`src/rtl/mips_pkg.sv`:
```
// Shared constants and small types for the fetch pipeline:
// address/instruction widths, PC step, default NOP and PC-alignment helper.
package mips_pkg;

  localparam int ADDR_W  = 16;
  localparam int INSTR_W = 16;

  localparam logic [ADDR_W-1:0]  PC_STEP     = ADDR_W'(2);
  localparam logic [INSTR_W-1:0] NOP_DEFAULT = '0;

  // Instructions are halfword aligned, so bit 0 of any target is dropped.
  localparam logic [ADDR_W-1:0]  ALIGN_MASK  = ~ADDR_W'(1);

  typedef enum logic [1:0] {
    PC_INC,
    PC_HOLD,
    PC_REDIRECT
  } pc_sel_e;

  typedef enum logic [1:0] {
    IFID_CAPTURE,
    IFID_HOLD,
    IFID_CLEAR
  } ifid_sel_e;

  function automatic logic [ADDR_W-1:0] align_pc(input logic [ADDR_W-1:0] addr);
    return addr & ALIGN_MASK;
  endfunction

endpackage

```
`src/rtl/pc_reg.sv`:
```
// Program counter: redirect > stall > increment priority, with halfword
// alignment of redirect targets and modulo-2^16 sequential stepping.
module pc_reg
  import mips_pkg::*;
#(
  parameter logic [ADDR_W-1:0] RESET_PC = '0
) (
  input  logic              clk,
  input  logic              rst_n,
  input  logic              stall,
  input  logic              redirect,
  input  logic [ADDR_W-1:0] redirect_pc,
  output logic [ADDR_W-1:0] pc,
  output logic [ADDR_W-1:0] pc_plus2
);

  pc_sel_e           sel;
  logic [ADDR_W-1:0] pc_next;

  // Unsigned 16-bit add wraps FFFE -> 0000 without extra logic.
  assign pc_plus2 = pc + PC_STEP;

  // NOTE: every always_comb output gets a default first so no path leaves it unassigned (no latch).
  always_comb begin
    sel = PC_INC;
    if (redirect)   sel = PC_REDIRECT;
    else if (stall) sel = PC_HOLD;
  end

  always_comb begin
    pc_next = pc_plus2;
    unique case (sel)
      PC_REDIRECT: pc_next = align_pc(redirect_pc);
      PC_HOLD:     pc_next = pc;
      default:     pc_next = pc_plus2;
    endcase
  end

  // NOTE: sequential state uses non-blocking assignments so all registers update together at the edge.
  always_ff @(posedge clk or negedge rst_n) begin
    if (!rst_n) pc <= RESET_PC;
    else        pc <= pc_next;
  end

endmodule

```
`src/rtl/fetch_stage.sv`:
```
// Instruction fetch stage: PC (pc_reg), zero-latency imem addressing and the IF/ID register.
// Optional perf counters fetch_count/stall_count are enabled by defining FETCH_PERF_CNT_EN.
module fetch_stage
  import mips_pkg::*;
#(
  parameter logic [ADDR_W-1:0]  RESET_PC  = 16'h0000,
  parameter logic [INSTR_W-1:0] NOP_INSTR = NOP_DEFAULT
) (
  input  logic               clk,
  input  logic               rst_n,
  input  logic               stall,
  input  logic               flush,
  input  logic               redirect,
  input  logic [ADDR_W-1:0]  redirect_pc,
  output logic [ADDR_W-1:0]  imem_addr,
  input  logic [INSTR_W-1:0] imem_instr,
  output logic [INSTR_W-1:0] if_id_instr,
  output logic [ADDR_W-1:0]  if_id_pc_plus2,
  output logic               if_id_valid
`ifdef FETCH_PERF_CNT_EN
  ,
  output logic [31:0]        fetch_count,
  output logic [31:0]        stall_count
`endif
);

  logic [ADDR_W-1:0] pc;
  logic [ADDR_W-1:0] pc_plus2;
  ifid_sel_e         ifid_sel;

  pc_reg #(
    .RESET_PC (RESET_PC)
  ) u_pc_reg (
    .clk         (clk),
    .rst_n       (rst_n),
    .stall       (stall),
    .redirect    (redirect),
    .redirect_pc (redirect_pc),
    .pc          (pc),
    .pc_plus2    (pc_plus2)
  );

  assign imem_addr = pc;

  always_comb begin
    ifid_sel = IFID_CAPTURE;
    if (redirect || flush) ifid_sel = IFID_CLEAR;
    else if (stall)        ifid_sel = IFID_HOLD;
  end

  // A squashed slot keeps its pc_plus2; only the instruction and valid bit are killed.
  always_ff @(posedge clk or negedge rst_n) begin
    if (!rst_n) begin
      if_id_instr    <= NOP_INSTR;
      if_id_pc_plus2 <= RESET_PC;
      if_id_valid    <= 1'b0;
    end else begin
      unique case (ifid_sel)
        IFID_CLEAR: begin
          if_id_instr <= NOP_INSTR;
          if_id_valid <= 1'b0;
        end
        IFID_CAPTURE: begin
          if_id_instr    <= imem_instr;
          if_id_pc_plus2 <= pc_plus2;
          if_id_valid    <= 1'b1;
        end
        default: ;
      endcase
    end
  end

`ifdef FETCH_PERF_CNT_EN
  always_ff @(posedge clk or negedge rst_n) begin
    if (!rst_n) begin
      fetch_count <= '0;
      stall_count <= '0;
    end else begin
      if (ifid_sel == IFID_CAPTURE) fetch_count <= fetch_count + 32'd1;
      if (stall && !redirect)       stall_count <= stall_count + 32'd1;
    end
  end
`endif

endmodule

```
`config.mk`:
```
export PLATFORM = sky130hd
export DESIGN_NAME = fetch_stage
export DESIGN_NICKNAME = d
export VERILOG_FILES = /design/src/rtl/mips_pkg.sv /design/src/rtl/pc_reg.sv /design/src/rtl/fetch_stage.sv
export SDC_FILE = /design/constraint.sdc
export NUM_CORES = 1
export LEC_CHECK = 0
export BUFFER_PORTS_ARGS = -buffer_cell sky130_fd_sc_hd__buf_2
export CELL_PAD_IN_SITES_DETAIL_PLACEMENT = 2
export CELL_PAD_IN_SITES_GLOBAL_PLACEMENT = 2
export CORE_ASPECT_RATIO = 2
export CORE_MARGIN = 2
export CORE_UTILIZATION = 29
export CTS_CLUSTER_DIAMETER = 200
export DETAILED_ROUTE_END_ITERATION = 16
export PLACE_DENSITY = 0.86
export SLEW_MARGIN = 20
export SYNTH_ARGS = -nofsm -noshare
export SYNTH_HDL_FRONTEND = slang
export SYNTH_SLANG_ARGS = --single-unit
export TNS_END_PERCENT = 1
```
`constraint.sdc`:
```
create_clock -name clk -period 1.8 [get_ports clk]
set_input_delay 0.27 -clock clk [delete_from_list [all_inputs] [get_ports clk]]
set_output_delay 0.27 -clock clk [all_outputs]
set_load 0.02 [all_outputs]
```
==> impl_metrics.sql, run 1 <==
INSERT INTO impl_metrics (metric_group, metric, value, unit) VALUES
('power', 'fraction_of_power_consumed_by_sequential_logic', '44.1', '%'),
('clocking', 'cts_htree_levels', '2', ''),
('floorplanning', 'fp.coreArea', '7540', 'sq um'),
('clocking', 'cts.root.buffer_cell', 'clkbuf_16', ''),
('yosys', 'synth-seq-area-share', '52.3', '%'),
('grt', 'grt_pass1_wl', '11000', 'um'),
('worst_setup_path', 'worstSetupStartpointType', 'register', ''),
('routing', 'postRouteWirelength', '6600', 'um'),
('power', 'power.share.clock', '32.4', '%'),
('routing', 'drc', '0', ''),
('placement', 'dp_hpwl', '4960', 'um'),
('timing', 'achievable-frequency', '590', 'MHz'),
('timing', 'fin_setup_tns', '0', 'ns'),
('yosys', 'yosys_warns', '0', ''),
('yosys', 'synth-seq-cells', '47', ''),
('power', 'p_comb_share', '23.4', '%'),
('run_status', 'run_status', 'finished, final reports clean', ''),
('worst_setup_path', 'worstReg2RegStart', 'u_pc_reg.pc[1]$_DFFE_PN0P_', ''),
('timing', 'grt_setup_unrepaired', 'false', ''),
('power', 'vdd_ir_drop_max', '0.458', 'mV'),
('routing', 'wl_met2', '3820', 'um'),
('grt', 'grt_max_degree', '44', ''),
('power', 'power_per_cell_area', '974', 'nW/um^2'),
('clocking', 'clock-sinks', '47', ''),
('power', 'p_int', '0.00195', 'W'),
('worst_setup_path', 'critPathMaxFanout', '5', ''),
('routing', 'vias_per_cell', '4.80', ''),
('routing', 'met1_length', '2380', 'um'),
('routing', 'drt_iter0_drc', '45', ''),
('timing', 'finalSetupViolations', '0', ''),
('clocking', 'cts_inserted_buffers', '5', ''),
('timing', 'timing.clock.skew', '0.00767', 'ns'),
('routing', 'ant_nets', '0', ''),
('yosys', 'mappedNetlistArea', '2250', 'sq um'),
('floorplanning', 'row_count', '45', ''),
('power', 'power_switching', '0.000929', 'W'),
('yosys', 'cell_count_after_synthesis', '213', ''),
('worst_setup_path', 'cp.depth', '5', ''),
('cells_and_area', 'final_design_area_no_fill', '2950', 'sq um'),
('worst_setup_path', 'endpoint_of_the_lowest_slack_register_to_register_path', 'u_pc_reg.pc[15]$_DFFE_PN0P_', ''),
('timing', 'worst-slew-pin-transition', '0.502', 'ns'),
('worst_setup_path', 'r2r_slack', '0.10', 'ns'),
('yosys', 'yosysTopAreaCellShare', '52.3', '%'),
('yosys', 'synth.cells.most_frequent', '47 x dfrtp_1, 21 x xnor2_1, 20 x nor2_1', ''),
('worst_setup_path', 'worst-setup-path-type', 'register to register', ''),
('cells_and_area', 'flow.area_growth_from_synthesis', '31.4', '%'),
('floorplanning', 'die_w', '66.2', 'um'),
('clocking', 'clock_tree_from_tritoncts', 'built', ''),
('placement', 'place_area', '2800', 'sq um'),
('timing', 'timing_max_transition_violations_final', '0', ''),
('clocking', 'clock_insertion_delay_worst_skew', '0.29', 'ns'),
('worst_setup_path', 'crit_chain', 'ha_1 > nand3_1 > nor4_4 > mux2i_1 > nand2_1', ''),
('cells_and_area', 'final_net_count', '337', ''),
('yosys', 'syn_avg_cell_area', '10.6', 'sq um'),
('timing', 'timing.slew.headroom', '66.6', '%'),
('placement', 'port_buffers', '82', ''),
('yosys', 'post_synth_edffs', '0', ''),
('routing', 'maxUsedRoutingLayer', 'met4', ''),
('timing', 'final_hold_violating_endpoints', '0', ''),
('routing', 'detail_route.first_pass.iterations', '4', ''),
('yosys', 'postSynth.asyncResetShare', '100', '%'),
('clocking', 'clkTransAtPathRegs', '0.07', 'ns'),
('routing', 'num_vias', '1890', ''),
('worst_setup_path', 'critical_path.top_delay_family', 'simple AND/OR/NAND/NOR gates', ''),
('timing', 'final_period_minus_worst_setup_slack', '1.70', 'ns'),
('power', 'power.switching_fraction', '32.3', '%'),
('floorplanning', 'starting_density_of_the_core', '29.8', '%'),
('floorplanning', 'chipHeight', '128', 'um'),
('yosys', 'postSynth.topFlopCell', 'dfrtp_1', ''),
('worst_setup_path', 'worst-endpoint-required', '1.97', 'ns'),
('worst_setup_path', 'path_buf_inv', '0', '');
area by class of cell:
class	count	area [sq um]
sequential	47	1180
timing repair buffer	95	523
clock buffer	5	125
inverter	5	18.8
fill	845	4590
multi-input combinational	145	970
clock inverter	3	22.5
tap	94	118
logic make-up after synthesis:
family | after synthesis | synth area share [%]
DFF | 47 | 52.3
and+or+nand+nor | 67 | 16.6
buffers and inverters | 22 | 4.96
xor gates and xnor gates | 26 | 10.1
other | 1 | 0.167
muxes | 5 | 2.34
AOI/OAI and AO/OA | 44 | 12.9
adders and majority gates | 1 | 0.557
cells in the final DEF, fill, tap and decap left out, drive strengths merged:
cell	count
a211oi	1
a21oi	13
a22o	16
a22oi	1
buf	94
clkbuf	5
clkinv	2
conb	2
dfrtp	47
dlygate4sd3	1
ha	1
inv	6
mux2	2
mux2i	3
nand2	19
nand2b	2
nand3	5
nand4	3
nor2	20
nor2b	1
nor3	9
nor3b	1
nor4	7
o21ai	13
xnor2	21
xor2	5
stage by stage:
step	cells	worst slack [ns]	power (W)	hold WS, ns	util (%)
after floorplan	214	0.0729	0.00168	-0.0256	-
after global routing	394	0.00193	0.00305	0.199	39.1
after CTS	394	0.0747	0.00293	0.182	39.1
after detailed placement	385	0.0978	0.00197	0.265	37.0
after global placement	385	0.181	0.00194	0.260	37.0
final	394	0.104	0.00288	0.187	39.1
how the worst max path moves through the flow:
stage,startpoint,to,slack (ns)
after floorplan,u_pc_reg.pc[1]$_DFFE_PN0P_,u_pc_reg.pc[15]$_DFFE_PN0P_,0.07
after global placement,u_pc_reg.pc[1]$_DFFE_PN0P_,u_pc_reg.pc[15]$_DFFE_PN0P_,0.18
after detailed placement,u_pc_reg.pc[1]$_DFFE_PN0P_,u_pc_reg.pc[15]$_DFFE_PN0P_,0.1
after CTS,u_pc_reg.pc[1]$_DFFE_PN0P_,u_pc_reg.pc[15]$_DFFE_PN0P_,0.07
after global routing,u_pc_reg.pc[1]$_DFFE_PN0P_,u_pc_reg.pc[15]$_DFFE_PN0P_,0.002
final,u_pc_reg.pc[1]$_DFFE_PN0P_,u_pc_reg.pc[15]$_DFFE_PN0P_,0.10
metal layers:
metal	global-route usage [%]	up-vias
met2	31.2	50
met3	2.80	6
met4	5.76	0
met1	19.0	943
met5	0	-
li1	-	891
power by group through the flow:
stage | sequential, W | clock [W] | combinational, W
after global placement | 0.00128 | 0 | 0.000657
after global routing | 0.00129 | 0.00101 | 0.000747
after CTS | 0.00127 | 0.000971 | 0.000689
final | 0.00127 | 0.000933 | 0.000674
after detailed placement | 0.00129 | 0 | 0.000678
after floorplan | 0.00143 | 0 | 0.000248
worst min-delay path, delay by kind of cell:
kind	cells	cell delay, ns
buf+inv	1	0.07
compound gates	1	0.05
simple gates	1	0.04
what timing repair did:
item	in CTS	in global routing
hold endpoints to repair	20	0
hold buffers	1	0
buffers inserted	0	0
(Power assumes the default switching activity.)
==> inputs of run 2 (changes only) <==
Settings changed: PLACE_DENSITY 0.86 to 0.9.
==> run 2 against run 1 <==
Final area increased by 0.72%. First-iteration DRC count decreased by 6.7%. Clock power decreased by 4.0%. Non-clock buffer count increased by 3. Setup slack got worse by 0.016 ns. Via count increased by 2.2%. Critical path depth unchanged. Wire length increased by 3.3%. Power decreased by 0.73%. Cell count increased by 0.51%. Critical endpoint unchanged.
==> impl_metrics.sql, run 2 (synthesized netlist as in run 1, its figures left out) <==
INSERT INTO impl_metrics (metric_group, metric, value, unit) VALUES
('run_status', 'run_status', 'finished, final reports clean', ''),
('cells_and_area', 'layout.cells.most_common_list', '82 x buf_2, 47 x dfrtp_1, 21 x xnor2_1, 20 x nor2_1, 19 x nand2_1', ''),
('timing', 'grt_setup_unrepaired', 'false', ''),
('placement', 'port_buffers', '82', ''),
('cells_and_area', 'largest_register_ffs', '16', ''),
('worst_setup_path', 'worst-endpoint-required', '1.96', 'ns'),
('timing', 'whs', '0.196', 'ns'),
('timing', 'worst-slew-pin-transition', '0.582', 'ns'),
('clocking', 'post-cts-setup-buffers', '0', ''),
('clocking', 'cts_htree_levels', '2', ''),
('grt', 'grt_usage', '17.8', '%'),
('worst_setup_path', 'worstSetupStartpointType', 'register', ''),
('routing', 'postRouteWirelength', '6810', 'um'),
('worst_setup_path', 'timing.critical_path.to_type', 'register', ''),
('cells_and_area', 'final_common_cell', 'buf_2', ''),
('timing', 'min_period_over_period', '95.1', '%'),
('worst_setup_path', 'r2r.worst_path.cells', '5', ''),
('timing', 'timing_max_transition_violations_final', '0', ''),
('floorplanning', 'row_count', '45', ''),
('grt', 'grt_antenna_before_repair', '0', ''),
('clocking', 'cts.path.max_buffers', '2', ''),
('routing', 'ant_nets', '0', ''),
('placement', 'finalWeightedCongestion', '0.701', ''),
('floorplanning', 'fp.coreArea', '7540', 'sq um'),
('routing', 'num_vias', '1931', ''),
('hold_path', 'worst_hold_path_type', 'primary input to register', ''),
('clocking', 'clock-sinks', '47', ''),
('timing', 'achievable-frequency', '584', 'MHz'),
('timing', 'timing.slew.headroom', '61.2', '%'),
('cells_and_area', 'final_core_util', '39.4', '%'),
('clocking', 'cts_inserted_buffers', '5', ''),
('timing', 'fin_setup_tns', '0', 'ns'),
('flow_run', 'max_cap_viol_count', '0', ''),
('floorplanning', 'design.die.area', '8510', 'sq um'),
('clocking', 'clock_tree_from_tritoncts', 'built', ''),
('cells_and_area', 'n_fill_cell', '871', ''),
('worst_setup_path', 'critPathMaxFanout', '5', ''),
('floorplanning', 'starting_density_of_the_core', '29.8', '%'),
('hold_path', 'holdPathEnd', 'u_pc_reg.pc[9]$_DFFE_PN0P_', ''),
('routing', 'vias_per_cell', '4.88', ''),
('clocking', 'clkTransAtPathRegs', '0.07', 'ns'),
('routing', 'detail_route.first_pass.iterations', '4', ''),
('floorplanning', 'io_pins', '86', ''),
('worst_setup_path', 'cp.arrival', '1.87', 'ns'),
('worst_setup_path', 'endpoint_of_the_lowest_slack_register_to_register_path', 'u_pc_reg.pc[15]$_DFFE_PN0P_', ''),
('hold_path', 'min_delay_path_depth', '3', ''),
('routing', 'drc', '0', ''),
('routing', 'routedWlPerCell', '17.2', 'um'),
('timing', 'final_period_minus_worst_setup_slack', '1.71', 'ns'),
('floorplanning', 'die_w', '66.2', 'um'),
('grt', 'residual_overflow_from_global_routing', '0', ''),
('routing', 'drt_iter0_drc', '42', ''),
('floorplanning', 'chipHeight', '128', 'um'),
('power', 'power_per_cell_area', '960', 'nW/um^2'),
('cells_and_area', 'final_net_count', '340', ''),
('placement', 'dp_hpwl', '5160', 'um'),
('timing', 'timing.clock.skew', '0.00822', 'ns'),
('worst_setup_path', 'r2r_slack', '0.09', 'ns'),
('grt', 'grt_pass1_wl', '11400', 'um'),
('cells_and_area', 'flow.area_growth_from_synthesis', '32.3', '%'),
('clocking', 'clock_insertion_delay_worst_skew', '0.29', 'ns'),
('worst_setup_path', 'worstReg2RegStart', 'u_pc_reg.pc[1]$_DFFE_PN0P_', ''),
('timing', 'finalSetupViolations', '0', ''),
('grt', 'grt_pass1_vias', '2212', ''),
('worst_setup_path', 'worst-setup-path-type', 'register to register', ''),
('power', 'vdd_ir_drop_max', '0.578', 'mV'),
('clocking', 'cts.root.buffer_cell', 'clkbuf_16', ''),
('cells_and_area', 'fraction_of_layout_instances_using_a_drive_strength_above_1', '39.1', '%'),
('cells_and_area', 'antennaDiodeCount', '0', ''),
('hold_path', 'min-delay-start', 'redirect_pc[9]', ''),
('cells_and_area', 'multi_input_comb_area', '977', 'sq um'),
('grt', 'grt_max_degree', '31', ''),
('timing', 'final_hold_violating_endpoints', '0', ''),
('cells_and_area', 'regArea', '1180', 'sq um'),
('power', 'power.leakage', '1.38', 'nW');
==> run 2: cell types whose count changed in the layout (fill, tap and decap cells not counted), sizes merged <==
cell | before | now
buf | 94 | 97
inv | 6 | 5
==> run 2: metrics by stage <==
step           instance area (sq um)  worst slack, ns  cells  total power, W
2_1_floorplan                   2250           0.0729    214         0.00168
3_3_place_gp                    2820            0.174    388         0.00194
3_5_place_dp                    2820           0.0434    388         0.00197
4_1_cts                         2970           0.0344    396         0.00290
5_1_grt                         2970           0.0381    396         0.00301
6_report                        2970           0.0880    396         0.00285
==> run 2: worst max path at each step <==
stage                                           from                           to  depth (start not counted)
after global routing      u_pc_reg.pc[1]$_DFFE_PN0P_  u_pc_reg.pc[15]$_DFFE_PN0P_                          5
after detailed placement  u_pc_reg.pc[1]$_DFFE_PN0P_  u_pc_reg.pc[15]$_DFFE_PN0P_                          5
after global placement    u_pc_reg.pc[1]$_DFFE_PN0P_  u_pc_reg.pc[15]$_DFFE_PN0P_                          5
after CTS                 u_pc_reg.pc[1]$_DFFE_PN0P_  u_pc_reg.pc[15]$_DFFE_PN0P_                          5
after floorplan           u_pc_reg.pc[1]$_DFFE_PN0P_  u_pc_reg.pc[15]$_DFFE_PN0P_                          5
final                     u_pc_reg.pc[1]$_DFFE_PN0P_  u_pc_reg.pc[15]$_DFFE_PN0P_                          5
==> run 2: per-layer routing <==
metal | share of wire, % | global-route usage [%] | vias to the layer above
li1 | - | - | 899
met1 | 35 | 18.8 | 958
met2 | 57 | 32.9 | 59
met3 | 4.5 | 2.88 | 15
met4 | 3.1 | 8.40 | 0
met5 | 0 | 0 | -
==> run 2: worst max-delay path: stages, from the launching register on <==
cell,delay [ns]
dfrtp_1,0.38
ha_2,0.27
nand3_2,0.16
nor4_4,0.37
mux2i_1,0.28
nand2_1,0.11
==> run 2: area by class of cell <==
cell class              count  share of cell area (%)
inverters                   5                   0.631
clock inverters             2                   0.463
flip-flops and latches     47                    39.5
repair buffers             98                    18.3
multi-input cells         145                    32.9
clock buffers               5                    4.21
well taps                  94                    3.95
==> run 2: timing repair <==
item,CTS,global route
endpoints found under the setup margin,1,1
endpoints found under the hold margin,23,0
gates resized for setup,1,1
hold buffers,1,0
cloned,0,0
pin swaps,0,0
==> run 2: report_power, final <==
part / switching (W) / internal (W)
Sequential: 0.000101 / 0.00117
Combinational: 0.000423 / 0.000259
Clock: 0.000390 / 0.000507
Total: 0.000914 / 0.00194
==> inputs of run 3 (changes only) <==
Settings changed: PLACE_DENSITY 0.9 to 0.87, SYNTH_HIERARCHICAL set to 1.
==> run 3 against run 2 <==
Final area up 5.9%. Fmax decreased by 0.41%. Core utilization down 0.88 points. Largest power group unchanged. Cell count up 2.3%. Synthesized area is 7.1% higher. Wire length rose by 2.5%. Critical path depth shrank 1. Combinational power grew 15%. Highest routed layer unchanged. Sequential share of layout area decreased by 1.3 points. First-iteration DRC count down 36%. Sequential cell count rose by 1. Clock skew fell by 0.0042 ns.
==> impl_metrics.sql, run 3 <==
INSERT INTO impl_metrics (metric_group, metric, value, unit) VALUES
('placement', 'dp_hpwl', '5350', 'um'),
('timing', 'timing.clock.skew', '0.00400', 'ns'),
('floorplanning', 'die_w', '68.4', 'um'),
('clocking', 'cts.path.max_buffers', '2', ''),
('routing', 'vias_per_cell', '4.74', ''),
('power', 'p_int', '0.00220', 'W'),
('yosys', 'synth_top_area_cell', 'dfrtp_1', ''),
('clocking', 'clock_tree_from_tritoncts', 'built', ''),
('routing', 'drc', '0', ''),
('worst_setup_path', 'cp.arrival', '1.89', 'ns'),
('worst_setup_path', 'worst-endpoint-required', '1.97', 'ns'),
('timing', 'whs', '0.190', 'ns'),
('routing', 'routedWlPerCell', '17.2', 'um'),
('timing', 'min_period_over_period', '95.5', '%'),
('routing', 'postRouteWirelength', '6980', 'um'),
('power', 'power.share.clock', '33.1', '%'),
('cells_and_area', 'final_design_area_no_fill', '3150', 'sq um'),
('worst_setup_path', 'r2r_slack', '0.08', 'ns'),
('cells_and_area', 'antennaDiodeCount', '0', ''),
('yosys', 'syn_avg_cell_area', '11.2', 'sq um'),
('power', 'power.leakage', '1.55', 'nW'),
('timing', 'final_period_minus_worst_setup_slack', '1.72', 'ns'),
('timing', 'worst_slack', '0.0809', 'ns'),
('yosys', 'yosysTopAreaCellShare', '49.9', '%'),
('timing', 'finalSetupViolations', '0', ''),
('floorplanning', 'chipHeight', '133', 'um'),
('worst_setup_path', 'r2r.worst_path.cells', '4', ''),
('worst_setup_path', 'critPathMaxFanout', '8', ''),
('power', 'p_comb_share', '24.8', '%'),
('power', 'power_per_cell_area', '1000', 'nW/um^2'),
('routing', 'drt_iter0_drc', '27', ''),
('grt', 'residual_overflow_from_global_routing', '0', ''),
('clocking', 'clock_insertion_delay_worst_skew', '0.29', 'ns'),
('worst_setup_path', 'worst-setup-path-type', 'register to register', ''),
('worst_setup_path', 'critPathLaunch', 'u_pc_reg/pc[4]$_DFFE_PN0P_', ''),
('clocking', 'cts.root.buffer_cell', 'clkbuf_16', ''),
('placement', 'place_area', '2970', 'sq um'),
('grt', 'grt_max_degree', '31', ''),
('power', 'vdd_ir_drop_max', '0.364', 'mV'),
('power', 'power.switching_fraction', '30.2', '%'),
('yosys', 'yosys.cell_count.top_type', 'dfrtp_1', ''),
('routing', 'ant_nets', '0', ''),
('hold_path', 'min_delay_path_depth', '3', ''),
('worst_setup_path', 'worstReg2RegStart', 'u_pc_reg/pc[4]$_DFFE_PN0P_', ''),
('clocking', 'cts_htree_levels', '2', ''),
('hold_path', 'worst_hold_path_type', 'primary input to register', ''),
('timing', 'worst-slew-pin-transition', '0.563', 'ns'),
('cells_and_area', 'final_common_cell', 'buf_2', ''),
('cells_and_area', 'n_fill_cell', '921', ''),
('timing', 'achievable-frequency', '582', 'MHz'),
('grt', 'grt_pass1_wl', '11100', 'um'),
('grt', 'grt_antenna_before_repair', '0', ''),
('timing', 'timing_max_transition_violations_final', '0', ''),
('grt', 'grt_usage', '16.6', '%'),
('clocking', 'cts_inserted_buffers', '5', ''),
('floorplanning', 'design.die.area', '9090', 'sq um'),
('cells_and_area', 'final_net_count', '344', ''),
('yosys', 'post_synth_main_area_contributors', 'dfrtp_1 50%, mux2i_1 7.1%, mux2_4 6.2%', ''),
('yosys', 'synth-seq-cells', '48', ''),
('yosys', 'cell_count_after_synthesis', '215', ''),
('hold_path', 'min-delay-start', 'redirect_pc[5]', ''),
('floorplanning', 'starting_density_of_the_core', '29.5', '%'),
('yosys', 'postSynth.asyncResetShare', '100', '%'),
('floorplanning', 'fp.coreArea', '8170', 'sq um'),
('yosys', 'synth-seq-area-share', '49.9', '%'),
('power', 'fraction_of_power_consumed_by_sequential_logic', '42.1', '%'),
('yosys', 'post_synth_edffs', '0', ''),
('cells_and_area', 'fraction_of_layout_instances_using_a_drive_strength_above_1', '43.6', '%'),
('power', 'power_switching', '0.000953', 'W'),
('clocking', 'clock-sinks', '48', ''),
('timing', 'final_hold_violating_endpoints', '0', ''),
('yosys', 'mappedNetlistArea', '2410', 'sq um'),
('clocking', 'post-cts-setup-buffers', '0', ''),
('routing', 'detail_route.first_pass.iterations', '3', ''),
('placement', 'port_buffers', '83', ''),
('run_status', 'run_status', 'finished, final reports clean', ''),
('timing', 'timing.slew.headroom', '62.5', '%'),
('cells_and_area', 'flow.area_growth_from_synthesis', '30.9', '%'),
('worst_setup_path', 'setup.worst_path.end', 'if_id_pc_plus2[14]$_DFFE_PN0N_', ''),
('yosys', 'yosys_warns', '6', ''),
('placement', 'pre_cts_slack', '0.116', 'ns'),
('floorplanning', 'row_count', '47', ''),
('placement', 'finalWeightedCongestion', '0.785', ''),
('routing', 'num_vias', '1921', ''),
('grt', 'grt_pass1_vias', '2164', ''),
('cells_and_area', 'layout.cells.most_common_list', '83 x buf_2, 46 x dfrtp_1, 24 x nor2_1, 19 x nand2_1, 17 x mux2i_1', ''),
('timing', 'fin_setup_tns', '0', 'ns'),
('worst_setup_path', 'endpoint_of_the_lowest_slack_register_to_register_path', 'if_id_pc_plus2[14]$_DFFE_PN0N_', ''),
('yosys', 'synthDistinctLibCells', '31', ''),
('flow_run', 'max_cap_viol_count', '0', ''),
('floorplanning', 'io_pins', '86', ''),
('worst_setup_path', 'worstSetupStartpointType', 'register', ''),
('yosys', 'synth.cells.most_frequent', '48 x dfrtp_1, 24 x nor2_1, 19 x nand2_1', ''),
('clocking', 'clkTransAtPathRegs', '0.06', 'ns'),
('yosys', 'postSynth.topFlopCell', 'dfrtp_1', ''),
('timing', 'grt_setup_unrepaired', 'false', ''),
('worst_setup_path', 'timing.critical_path.to_type', 'register', '');
==> run 3: layout make-up <==
| cell class | instances | area (sq um) | area share [%] |
|---|---|---|---|
| well taps | 98 | 123 | 3.89 |
| flip-flops and latches | 48 | 1200 | 38.2 |
| clock buffers | 6 | 129 | 4.09 |
| inverters | 4 | 15.0 | 0.477 |
| repair buffers | 99 | 538 | 17.1 |
| clock inverters | 2 | 35.0 | 1.11 |
| multi-input cells | 148 | 1110 | 35.1 |
==> run 3: worst min path at each step <==
stage,to,slack [ns]
global placement,if_id_pc_plus2[2]$_DFFE_PN0N_,0.29
detailed placement,if_id_pc_plus2[2]$_DFFE_PN0N_,0.29
CTS,u_pc_reg/pc[5]$_DFFE_PN0P_,0.18
floorplan,if_id_instr[0]$_DFFE_PN0P_,-0.03
finish,u_pc_reg/pc[5]$_DFFE_PN0P_,0.19
global route,u_pc_reg/pc[7]$_DFFE_PN0P_,0.20
==> run 3: what timing repair did <==
action	in CTS	in global routing
endpoints found under the setup margin	1	1
hold buffers	1	0
gates resized for setup	1	1
hold endpoints to repair	22	0
==> run 3: cell families (layout without fill, tap and decap cells) <==
group,after synthesis,after routing,synth area share (%)
adder cells (fa/ha/maj),1,1,0.520
other,1,2,0.156
XOR/XNOR,27,27,9.82
buffers and inverters,20,111,5.15
multiplexers,33,33,16.1
flip-flops,48,48,49.9
AND/OR/NAND/NOR,69,69,15.0
AO/OA/AOI/OAI,16,16,3.33
==> run 3: through the flow <==
| step | cells | utilization [%] | total power (W) |
|---|---|---|---|
| after floorplan | 216 | - | 0.00181 |
| after global placement | 396 | 36.3 | 0.00209 |
| after detailed placement | 396 | 36.3 | 0.00213 |
| after CTS | 405 | 38.5 | 0.00321 |
| after global routing | 405 | 38.5 | 0.00332 |
| final | 405 | 38.5 | 0.00315 |
==> run 3: power groups by stage <==
| stage | logic, W | clock network (W) | registers (W) |
|---|---|---|---|
| after floorplan | 0.000315 | 0 | 0.00149 |
| after global placement | 0.000754 | 0 | 0.00133 |
| after detailed placement | 0.000782 | 0 | 0.00135 |
| after CTS | 0.000793 | 0.00108 | 0.00133 |
| after global routing | 0.000845 | 0.00112 | 0.00135 |
| final | 0.000783 | 0.00104 | 0.00133 |
==> run 3: per-layer routing <==
metal	part of all wire, %	GRT usage, %	up-vias
met1	34	16.4	956
met5	0	0	-
li1	-	-	897
met2	58	31.0	56
met3	4.2	3.15	12
met4	2.9	7.89	0
==> run 3: critical path: stages, from the launching register on <==
cell	delay [ns]
dfrtp_1	0.47
nand4_2	0.29
nor4_1	0.44
xor2_1	0.14
mux2_4	0.27
